===== src/rtl/fp_busy_sequencer_pkg.sv =====
// Shared Cop1 FP parameters: widths, op codes, sequencer state encoding
// and the compare-op class helper.
package fp_busy_sequencer_pkg;

  localparam int BUSY_W = 5;
  localparam int OP_W   = 4;
  localparam int REG_W  = 5;

  localparam logic [BUSY_W-1:0] BUSY_ONE = BUSY_W'(1);

  // FP op codes produced by Cop1 decode; 0 means "no / illegal op"
  localparam logic [OP_W-1:0] OPNONE  = 4'd0;
  localparam logic [OP_W-1:0] OPADDS  = 4'd1;
  localparam logic [OP_W-1:0] OPSUBS  = 4'd2;
  localparam logic [OP_W-1:0] OPMULS  = 4'd3;
  localparam logic [OP_W-1:0] OPDIVS  = 4'd4;
  localparam logic [OP_W-1:0] OPSQRT  = 4'd5;
  localparam logic [OP_W-1:0] OPABS   = 4'd6;
  localparam logic [OP_W-1:0] OPMOV   = 4'd7;
  localparam logic [OP_W-1:0] OPNEG   = 4'd8;
  localparam logic [OP_W-1:0] OPCVTSW = 4'd9;
  localparam logic [OP_W-1:0] OPCVTWS = 4'd10;
  localparam logic [OP_W-1:0] OPCEQ   = 4'd11;
  localparam logic [OP_W-1:0] OPCLT   = 4'd12;
  localparam logic [OP_W-1:0] OPCLE   = 4'd13;

  // FP sequencer state encoding
  typedef enum logic [1:0] {
    SEQ_IDLE = 2'd0,
    SEQ_RUN  = 2'd1,
    SEQ_DONE = 2'd2
  } seqState_e;

  // Compare ops retire into the FCC flag instead of a register
  localparam logic [OP_W-1:0] CMP_OPS [3] = '{OPCEQ, OPCLT, OPCLE};

  function automatic logic isCompareOp(input logic [OP_W-1:0] op);
    logic hit;
    hit = 1'b0;
    for (int i = 0; i < 3; i++) begin
      if (op == CMP_OPS[i]) hit = 1'b1;
    end
    return hit;
  endfunction

endpackage


===== src/rtl/fp_busy_sequencer_if.sv =====
// Decode / writeback handshake bundle for the FP busy sequencer.
interface fp_busy_sequencer_if;
  import fp_busy_sequencer_pkg::*;

  logic              iStart;
  logic [OP_W-1:0]   iControlSignal;
  logic [BUSY_W-1:0] iFPBusyTime;
  logic [REG_W-1:0]  iFd;
  logic [REG_W-1:0]  iRs;
  logic [REG_W-1:0]  iRt;
  logic              iRsUse;
  logic              iRtUse;
  logic              iWbStall;
  logic              oStall;
  logic              oBusy;
  logic              oResultValid;
  logic              oWbRegEn;
  logic              oWbFlagEn;
  logic [REG_W-1:0]  oWbReg;
  logic [OP_W-1:0]   oOp;
  logic              oIllegal;

  // Decode / pipeline side
  modport master (
    output iStart, iControlSignal, iFPBusyTime, iFd, iRs, iRt,
           iRsUse, iRtUse, iWbStall,
    input  oStall, oBusy, oResultValid, oWbRegEn, oWbFlagEn,
           oWbReg, oOp, oIllegal
  );

  // Sequencer side
  modport slave (
    input  iStart, iControlSignal, iFPBusyTime, iFd, iRs, iRt,
           iRsUse, iRtUse, iWbStall,
    output oStall, oBusy, oResultValid, oWbRegEn, oWbFlagEn,
           oWbReg, oOp, oIllegal
  );

endinterface


===== src/rtl/fp_hazard_cmp.sv =====
// RAW comparator: flags a decode-stage read of a pending FP register result.
module fp_hazard_cmp
  import fp_busy_sequencer_pkg::*;
(
  input  logic             pendActive,
  input  logic             pendIsReg,
  input  logic [REG_W-1:0] pendReg,
  input  logic [REG_W-1:0] rs,
  input  logic [REG_W-1:0] rt,
  input  logic             rsUse,
  input  logic             rtUse,
  output logic             rawHazard
);

  // No forwarding: any real source read of the pending destination must wait
  always_comb begin
    rawHazard = pendActive && pendIsReg &&
                ((rsUse && (rs == pendReg)) || (rtUse && (rt == pendReg)));
  end

endmodule


===== src/rtl/fp_busy_sequencer.sv =====
// Sequences one in-flight FP op: counts its busy time down, issues the
// writeback strobe and raises decode stall on structural and RAW hazards.
module fp_busy_sequencer
  import fp_busy_sequencer_pkg::*;
(
  input  logic                 iCLK,
  input  logic                 iRST,
  fp_busy_sequencer_if.slave   bus
);

  seqState_e         state;
  seqState_e         nextState;
  logic [BUSY_W-1:0] count;
  logic [OP_W-1:0]   opReg;
  logic [REG_W-1:0]  wbReg;
  logic              isFlag;
  logic              busy;
  logic              rawStall;
  logic              structStall;
  logic              stall;
  logic              startLegal;
  logic              accept;
  logic              resultValid;

  assign busy       = (state != SEQ_IDLE);
  assign startLegal = (bus.iControlSignal != '0) && (bus.iFPBusyTime != '0);
  assign accept     = bus.iStart && !stall && startLegal;

  fp_hazard_cmp uHazard (
    .pendActive (busy),
    .pendIsReg  (!isFlag),
    .pendReg    (wbReg),
    .rs         (bus.iRs),
    .rt         (bus.iRt),
    .rsUse      (bus.iRsUse),
    .rtUse      (bus.iRtUse),
    .rawHazard  (rawStall)
  );

  // Single FPU: a new op cannot issue while one is running or blocked at writeback
  always_comb begin
    structStall = bus.iStart &&
                  ((state == SEQ_RUN) || ((state == SEQ_DONE) && bus.iWbStall));
    stall = structStall || rawStall;
  end

  // State register
  always_ff @(posedge iCLK or posedge iRST) begin
    if (iRST) state <= SEQ_IDLE;
    else      state <= nextState;
  end

  // Latch the accepted op and run the busy-time countdown
  always_ff @(posedge iCLK or posedge iRST) begin
    if (iRST) begin
      count  <= '0;
      opReg  <= '0;
      wbReg  <= '0;
      isFlag <= 1'b0;
    end else if (accept) begin
      count  <= bus.iFPBusyTime - BUSY_ONE;
      opReg  <= bus.iControlSignal;
      wbReg  <= bus.iFd;
      isFlag <= isCompareOp(bus.iControlSignal);
    end else if (state == SEQ_RUN) begin
      count  <= count - BUSY_ONE;
    end
  end

  // Next-state: a start may load from IDLE or from a DONE cycle that retires
  always_comb begin
    nextState = state;
    case (state)
      SEQ_IDLE: begin
        if (accept)
          nextState = (bus.iFPBusyTime == BUSY_ONE) ? SEQ_DONE : SEQ_RUN;
      end
      SEQ_RUN: begin
        if (count == BUSY_ONE) nextState = SEQ_DONE;
      end
      SEQ_DONE: begin
        if (!bus.iWbStall) begin
          if (accept)
            nextState = (bus.iFPBusyTime == BUSY_ONE) ? SEQ_DONE : SEQ_RUN;
          else
            nextState = SEQ_IDLE;
        end
      end
      default: nextState = SEQ_IDLE;
    endcase
  end

  // Outputs: strobe only when the writeback port is free; illegal only when not stalled
  always_comb begin
    resultValid      = (state == SEQ_DONE) && !bus.iWbStall;
    bus.oResultValid = resultValid;
    bus.oWbRegEn     = resultValid && !isFlag;
    bus.oWbFlagEn    = resultValid && isFlag;
    bus.oBusy        = busy;
    bus.oStall       = stall;
    bus.oWbReg       = wbReg;
    bus.oOp          = opReg;
    bus.oIllegal     = bus.iStart && !stall && !startLegal;
  end

endmodule


===== src/flat_wrapper.sv =====
// flat-port wrapper written by rule: the top's interface ports become plain ports
module fp_busy_sequencer_flat import fp_busy_sequencer_pkg::*;
  (iCLK, iRST, bus_iStart, bus_iControlSignal, bus_iFPBusyTime, bus_iFd, bus_iRs, bus_iRt, bus_iRsUse, bus_iRtUse, bus_iWbStall, bus_oStall, bus_oBusy, bus_oResultValid, bus_oWbRegEn, bus_oWbFlagEn, bus_oWbReg, bus_oOp, bus_oIllegal);
  fp_busy_sequencer_if bus_i ();
  input  logic iCLK;
  input  logic iRST;
  input wire logic [$bits(bus_i.iStart)-1:0] bus_iStart;
  input wire logic [$bits(bus_i.iControlSignal)-1:0] bus_iControlSignal;
  input wire logic [$bits(bus_i.iFPBusyTime)-1:0] bus_iFPBusyTime;
  input wire logic [$bits(bus_i.iFd)-1:0] bus_iFd;
  input wire logic [$bits(bus_i.iRs)-1:0] bus_iRs;
  input wire logic [$bits(bus_i.iRt)-1:0] bus_iRt;
  input wire logic [$bits(bus_i.iRsUse)-1:0] bus_iRsUse;
  input wire logic [$bits(bus_i.iRtUse)-1:0] bus_iRtUse;
  input wire logic [$bits(bus_i.iWbStall)-1:0] bus_iWbStall;
  output wire logic [$bits(bus_i.oStall)-1:0] bus_oStall;
  output wire logic [$bits(bus_i.oBusy)-1:0] bus_oBusy;
  output wire logic [$bits(bus_i.oResultValid)-1:0] bus_oResultValid;
  output wire logic [$bits(bus_i.oWbRegEn)-1:0] bus_oWbRegEn;
  output wire logic [$bits(bus_i.oWbFlagEn)-1:0] bus_oWbFlagEn;
  output wire logic [$bits(bus_i.oWbReg)-1:0] bus_oWbReg;
  output wire logic [$bits(bus_i.oOp)-1:0] bus_oOp;
  output wire logic [$bits(bus_i.oIllegal)-1:0] bus_oIllegal;
  assign bus_i.iStart = bus_iStart;
  assign bus_i.iControlSignal = bus_iControlSignal;
  assign bus_i.iFPBusyTime = bus_iFPBusyTime;
  assign bus_i.iFd = bus_iFd;
  assign bus_i.iRs = bus_iRs;
  assign bus_i.iRt = bus_iRt;
  assign bus_i.iRsUse = bus_iRsUse;
  assign bus_i.iRtUse = bus_iRtUse;
  assign bus_i.iWbStall = bus_iWbStall;
  assign bus_oStall = bus_i.oStall;
  assign bus_oBusy = bus_i.oBusy;
  assign bus_oResultValid = bus_i.oResultValid;
  assign bus_oWbRegEn = bus_i.oWbRegEn;
  assign bus_oWbFlagEn = bus_i.oWbFlagEn;
  assign bus_oWbReg = bus_i.oWbReg;
  assign bus_oOp = bus_i.oOp;
  assign bus_oIllegal = bus_i.oIllegal;
  fp_busy_sequencer u_core (.iCLK(iCLK), .iRST(iRST), .bus(bus_i));
endmodule

===== config.mk =====
export PLATFORM = sky130hd
export DESIGN_NAME = fp_busy_sequencer_flat
export DESIGN_NICKNAME = d
export VERILOG_FILES = /design/src/rtl/fp_busy_sequencer_pkg.sv /design/src/rtl/fp_busy_sequencer_if.sv /design/src/rtl/fp_hazard_cmp.sv /design/src/rtl/fp_busy_sequencer.sv /design/src/flat_wrapper.sv
export SDC_FILE = /design/constraint.sdc
export NUM_CORES = 1
export LEC_CHECK = 0
export ABC_AREA = 1
export CAP_MARGIN = 20
export CORE_UTILIZATION = 40
export CTS_BUF_LIST = sky130_fd_sc_hd__clkbuf_8 sky130_fd_sc_hd__clkbuf_16
export DETAILED_ROUTE_END_ITERATION = 10
export MAX_ROUTING_LAYER = met4
export PLACE_DENSITY = 0.73
export SYNTH_ARGS = -nofsm -noshare
export SYNTH_HDL_FRONTEND = slang
export SYNTH_SLANG_ARGS = --single-unit

===== constraint.sdc =====
create_clock -name iCLK -period 1.5 [get_ports iCLK]
set_input_delay 0.3 -clock iCLK [delete_from_list [all_inputs] [get_ports iCLK]]
set_output_delay 0.3 -clock iCLK [all_outputs]
set_load 0.03 [all_outputs]

Yosys cells after proc, flatten, opt, wreduce, memory -nomap -nowiden
Cells that the tools add are included.
{"block": "word_totals", "ff_bits": 17, "latch_bits": 0, "ramBits": 0, "rom_bits": 0, "wordCells": 56, "memories": 0}
{"block": "op_classes", "add_sub_neg": 2, "n_mul": 0, "n_div": 0, "magnitude_cmp": 0, "eq_ne": 12, "shifts": 0, "n_mux": 11, "n_bitwise": 0, "reduce_logical": 26}
{"operator": "logical AND 1 bit", "n": 13}
{"operator": "equality test 4 bit, second input constant", "n": 3}
{"operator": "equality test 5 x 1 -> 1 bit, second input constant", "n": 2}
{"operator": "equality test 5 bit", "n": 2}
{"operator": "two-way mux 2 bit", "n": 5}
{"operator": "two-way mux 5 bit", "n": 2}
{"operator": "subtractor 5 x 1 -> 5 bit, second input constant", "n": 2}
{"operator": "one-hot mux 2 bit (3 select lines)", "n": 1}
{"operator": "nonzero test 5 bit", "n": 1}
{"operator": "zero test 1 bit", "n": 4}
{"operator": "inequality test 2 bit, second input constant", "n": 2}
{"operator": "nonzero test 2 bit", "n": 2}
{"operator": "nonzero test 4 bit", "n": 1}
{"operator": "logical OR 1 bit", "n": 3}
{"operator": "two-way mux 1 bit", "n": 3}
{"operator": "AND reduction 3 bit", "n": 1}
{"operator": "equality test 2 x 1 -> 1 bit, second input constant", "n": 1}
{"operator": "equality test 2 bit, second input constant", "n": 1}
{"operator": "zero test 2 bit", "n": 1}
{"operator": "inequality test 2 x 1 -> 1 bit, second input constant", "n": 1}

Depth between registers and ports, before layout
{"block": "depth", "word_depth": 11, "depth_mapped": 14, "depth_no_buf": 13}

Cells and area by module
Synthesis repeated with hierarchy kept, for this count alone.
{"block": "unflattened", "cells_unflattened": 197, "area_unflattened_um2": 1315.0}
{"mod": "fp_busy_sequencer", "n_inst": 1, "cells_each": 143, "area_each_um2": 1108.6}
{"mod": "fp_hazard_cmp", "n_inst": 1, "cells_each": 54, "area_each_um2": 206.4}

Least setup slack after synthesis
OpenSTA, ideal clock, no wires.
{"block": "synth_path", "kind": "reg2out", "startpoint": "register u_core.wbReg[0], in the netlist u_core.bus.oWbReg[0]", "endpoint": "output bus_oIllegal", "t_arrival_ns": 1.619, "setup_slack_ns": -0.419, "path_stages_with_launch": 9, "path_buffers": 0, "cell_sequence": "dfrtp_1 inv_1 nor2_1 nor2_1 nand3_1 nand2_1 a21boi_0 nand2_1 nor2_1"}
{"block": "synth_via", "elab_chain_cells": 8, "elab_cells_between_ends": 10, "classes_between": "2 x eq/ne; 8 x reduce/logical"}
{"element": "start, declared", "line": "fp_busy_sequencer.sv:15", "source": "logic [REG_W-1:0] wbReg;"}
{"element": "start signal, assigned", "line": "fp_busy_sequencer.sv:63", "source": "wbReg <= bus.iFd;"}
{"element": "equality test 5 bit", "line": "fp_hazard_cmp.sv:18", "source": "((rsUse && (rs == pendReg)) || (rtUse && (rt == pendReg)));"}
{"element": "logical AND 1 bit", "line": "fp_hazard_cmp.sv:18"}
{"element": "logical OR 1 bit (*)", "line": "fp_hazard_cmp.sv:18"}
{"element": "logical AND 1 bit (*)", "line": "fp_hazard_cmp.sv:17", "source": "rawHazard = pendActive && pendIsReg &&"}
{"element": "logical OR 1 bit (*)", "line": "fp_busy_sequencer.sv:44", "source": "stall = structStall || rawStall;"}
{"element": "zero test 1 bit (*)", "line": "fp_busy_sequencer.sv:103", "source": "bus.oIllegal = bus.iStart && !stall && !startLegal;"}
{"element": "logical AND 1 bit (*) (2 in a row)", "line": "fp_busy_sequencer.sv:103"}
{"element": "end, declared", "line": "flat_wrapper.sv:23", "source": "output wire logic [$bits(bus_i.oIllegal)-1:0] bus_oIllegal;"}
Mark *: on every way between the ends. The rest lies on a longest branch, timed or not.

Worst setup path in the final report
{"block": "layout_path", "startpoint": "register u_core.wbReg[3], in the netlist u_core.bus.oWbReg[3]", "endpoint": "output bus_oIllegal"}
The elaborated chain is that of the path after synthesis.

==> flow_summary.yaml <==
yosys:
  netlist_instances: 189
  synth.avg_cell_area_sq_um: 6.38
  yosysTopAreaCell: "dfrtp_1"
  ys_top_cells_by_area: "dfrtp_1, nand2_1, inv_1"
  yosysMostFrequentCell: "nand2_1"
  synthFlopType: "dfrtp_1"
  synth_seq_area_share: 0.353
  synthTopCellsByCount: "nand2_1, inv_1, nor2_1"
  synth.distinct_cells: 19
  synth_edf_count: 0
  synth-seq-cells: 17
  ys_async_sr_fraction: 1.00
  synth_area_sq_um: 1210
  synth_top_area_share: 0.353
  ys.warnings.count: 0
  synth_nets: 223
clock_network:
  holdBufCountCts: 0
  numCtsBuffers: 3
  cts_tree: "built"
  cts.root.buffer_cell: "clkbuf_8"
  clk_latency_ns: 0.26
  htreeDepth: 1
  cts_sinks: 17
  cts_buffer_depth: 2
  clk_pin_slew_worst_paths_ns: 0.08
layout:
  diodes: 0
  area_growth_pct: 93.0
  nets: 330
  layout-drive-gt1-share: 0.458
  final_design_area_no_fill_sq_um: 2330
  finalNonFillerCells: 326
outcome:
  status: "finished with violations"
  violations: "design-rule violations, negative setup slack"
critical_path:
  cp.arrival_ns: 1.56
  cp_slowest_stage_delay_ns: 0.43
  cp_common_cell: "nand2_2"
  crit_family: "simple AND/OR/NAND/NOR gates"
  path_max_fanout: 4
  worst-path-buf-inv: 2
  start_kind: "flop"
  required_ns: 1.20
  r2r_slack_ns: -0.23
  worst_setup_path_end_kind: "primary output"
  critPathKind: "flop to primary output"
  cpMaxStageDelayCell: "dfrtp_2"
  crit_chain: "inv_2 -> nand2_2 -> nand2_1 -> nor2_1 -> nand3_1 -> nand2_2 -> a21boi_4 -> nand2_2 -> nor2_4 -> buf_6"
grt:
  antenna_found_initial: 0
  grt_max_degree: 18
  gr-total-overflow: 0
  grt_first_pass_wirelength_mm: 6.80
  grt_use_total: 0.278
  grt_pass1_vias: 1621
route:
  vias: 1596
  dr.pass1.iters: 7
  drc: 6
  postRouteAntennaNets: 0
  drt-wirelength-per-cell_um: 13.3
  wl_mm: 4.33
  drtIter0Drc: 86
  avgViaCountPerCell: 4.90
power:
  power_leakage_nw: 1.28
  p_per_area_nw_per_um2: 1560
  ir_drop_mv: 1.14
sta:
  period_share: 1.24
  finalSetupViolCount: 19
  final.min_clock_period_ns: 1.86
  hold_violations: 0
  rsz0062_at_grt: "true"
  slew_violations: 0
  max_slew.worst_pin.slew_ns: 0.316
  finalClockSkew_ns: 0.00644
  tns_ns: -2.70
  max_freq_mhz: 536
  whs_ns: 0.351
  layout_setup_ws_ns: -0.364
  relSlewSlack: 0.788
floorplan:
  core-area_sq_um: 2810
  fp.dieW_um: 56.9
  start_util: 0.430
  design.portCount: 45
  fp.dieArea_sq_um: 3240
  die_h_um: 56.9
  rows: 19
place:
  dp.cells: 289
  gp_congestion: 0.885
  io_buffers: 44
  dp_hpwl_mm: 2.33
  place_area_sq_um: 1880
hold_path:
  worstHoldPathType: "input pin to asynchronous set/reset pin"
job:
  cap_viol_max_count: 0
worst paths after layout:
kind                                                   from                                to  depth (start not counted)
max                        u_core.bus.oWbReg[3]$_DFFE_PP0N_                      bus_oIllegal                         10
min                                                    iRST       u_core.count[0]$_DFFE_PP0P_                          3
max reg2reg                u_core.bus.oWbReg[3]$_DFFE_PP0N_       u_core.count[4]$_DFFE_PP0P_                         13
min reg2reg                   u_core.bus.oOp[2]$_DFFE_PP0N_     u_core.bus.oOp[2]$_DFFE_PP0N_                          2
max in group asynchronous                              iRST  u_core.bus.oWbReg[2]$_DFFE_PP0N_                          3
min in group iCLK                        bus_iFPBusyTime[0]       u_core.count[0]$_DFFE_PP0P_                          3
layer usage:
| layer | up-vias | GRT usage | share of wire |
|---|---|---|---|
| li1 | 790 | - | - |
| met1 | 722 | 0.310 | 0.40 |
| met2 | 66 | 0.499 | 0.52 |
| met3 | 18 | 0.0576 | 0.057 |
| met4 | 0 | 0.0732 | 0.025 |
| met5 | - | - | 0 |
worst register-to-register path, stage by stage, from the launching register on:
cell,delay [ns]
dfrtp_2,0.43
nand2_1,0.08
nand2_1,0.05
nor2_1,0.12
nand3_1,0.09
nand2_2,0.11
nand2_1,0.07
nand4_1,0.17
buf_6,0.19
nand2_4,0.08
inv_4,0.06
nand2_1,0.06
nand2_1,0.08
inv_1,0.06
placed cells by master (no fill, tap or decap), types with 9 or more instances in the layout:
cell,Yosys,layout
buf_4,1,57
nand2_1,67,48
dlygate4sd2_1,0,28
inv_1,32,20
nand2_2,0,17
nor2_1,20,16
inv_2,2,12
clkdlybuf4s50_1,0,10
dfrtp_1,17,10
o21ai_2,0,9
buf_6,2,9
per-stage QoR:
stage / setup WS, ns / total power [W] / utilization
after CTS: -0.376 / 0.00325 / 0.785
final: -0.364 / 0.00364 / 0.830
after global routing: -0.455 / 0.00390 / 0.830
after floorplan: -0.0756 / 0.00197 / -
after global placement: -0.455 / 0.00266 / 0.670
after detailed placement: -0.466 / 0.00267 / 0.670
registers in the layout, summed over array words and instances, names as in the netlist:
name / count
u_core.bus.oWbReg: 5
u_core.count: 5
u_core.state: 2
u_core.isFlag: 1
u_core.bus.oOp: 4
repair_timing:
action | 4_1_cts | 5_1_grt
setup buffers | 26 | 4
cloned | 3 | 0
endpoints found under the setup margin | 32 | 23
gates resized for setup | 70 | 36
pin swaps | 30 | 14
final cells by class:
type | instances | area [sq um]
inverter | 35 | 138
clock buffer | 3 | 41.3
timing repair buffer | 105 | 880
sequential | 17 | 434
tap | 31 | 38.8
fill | 177 | 477
multi-input combinational | 134 | 792
clock inverter | 1 | 5.00
cells by family (layout without fill, tap and decap cells):
| kind of cell | count (synthesis) | in the layout | share of synthesized area |
|---|---|---|---|
| simple gates | 103 | 103 | 0.344 |
| compound gates | 23 | 23 | 0.0975 |
| flops | 17 | 17 | 0.353 |
| fa+ha+maj | 4 | 4 | 0.0415 |
| xor+xnor | 4 | 4 | 0.0291 |
| buf+inv | 38 | 144 | 0.135 |
report_power, final:
| part | total, W | internal, W | switching, W |
|---|---|---|---|
| Clock | 0.000358 | 0.000185 | 0.000173 |
| Sequential | 0.000888 | 0.000671 | 0.000217 |
| Combinational | 0.00240 | 0.00105 | 0.00134 |
Note: power is estimated with default switching activity, not from simulation.
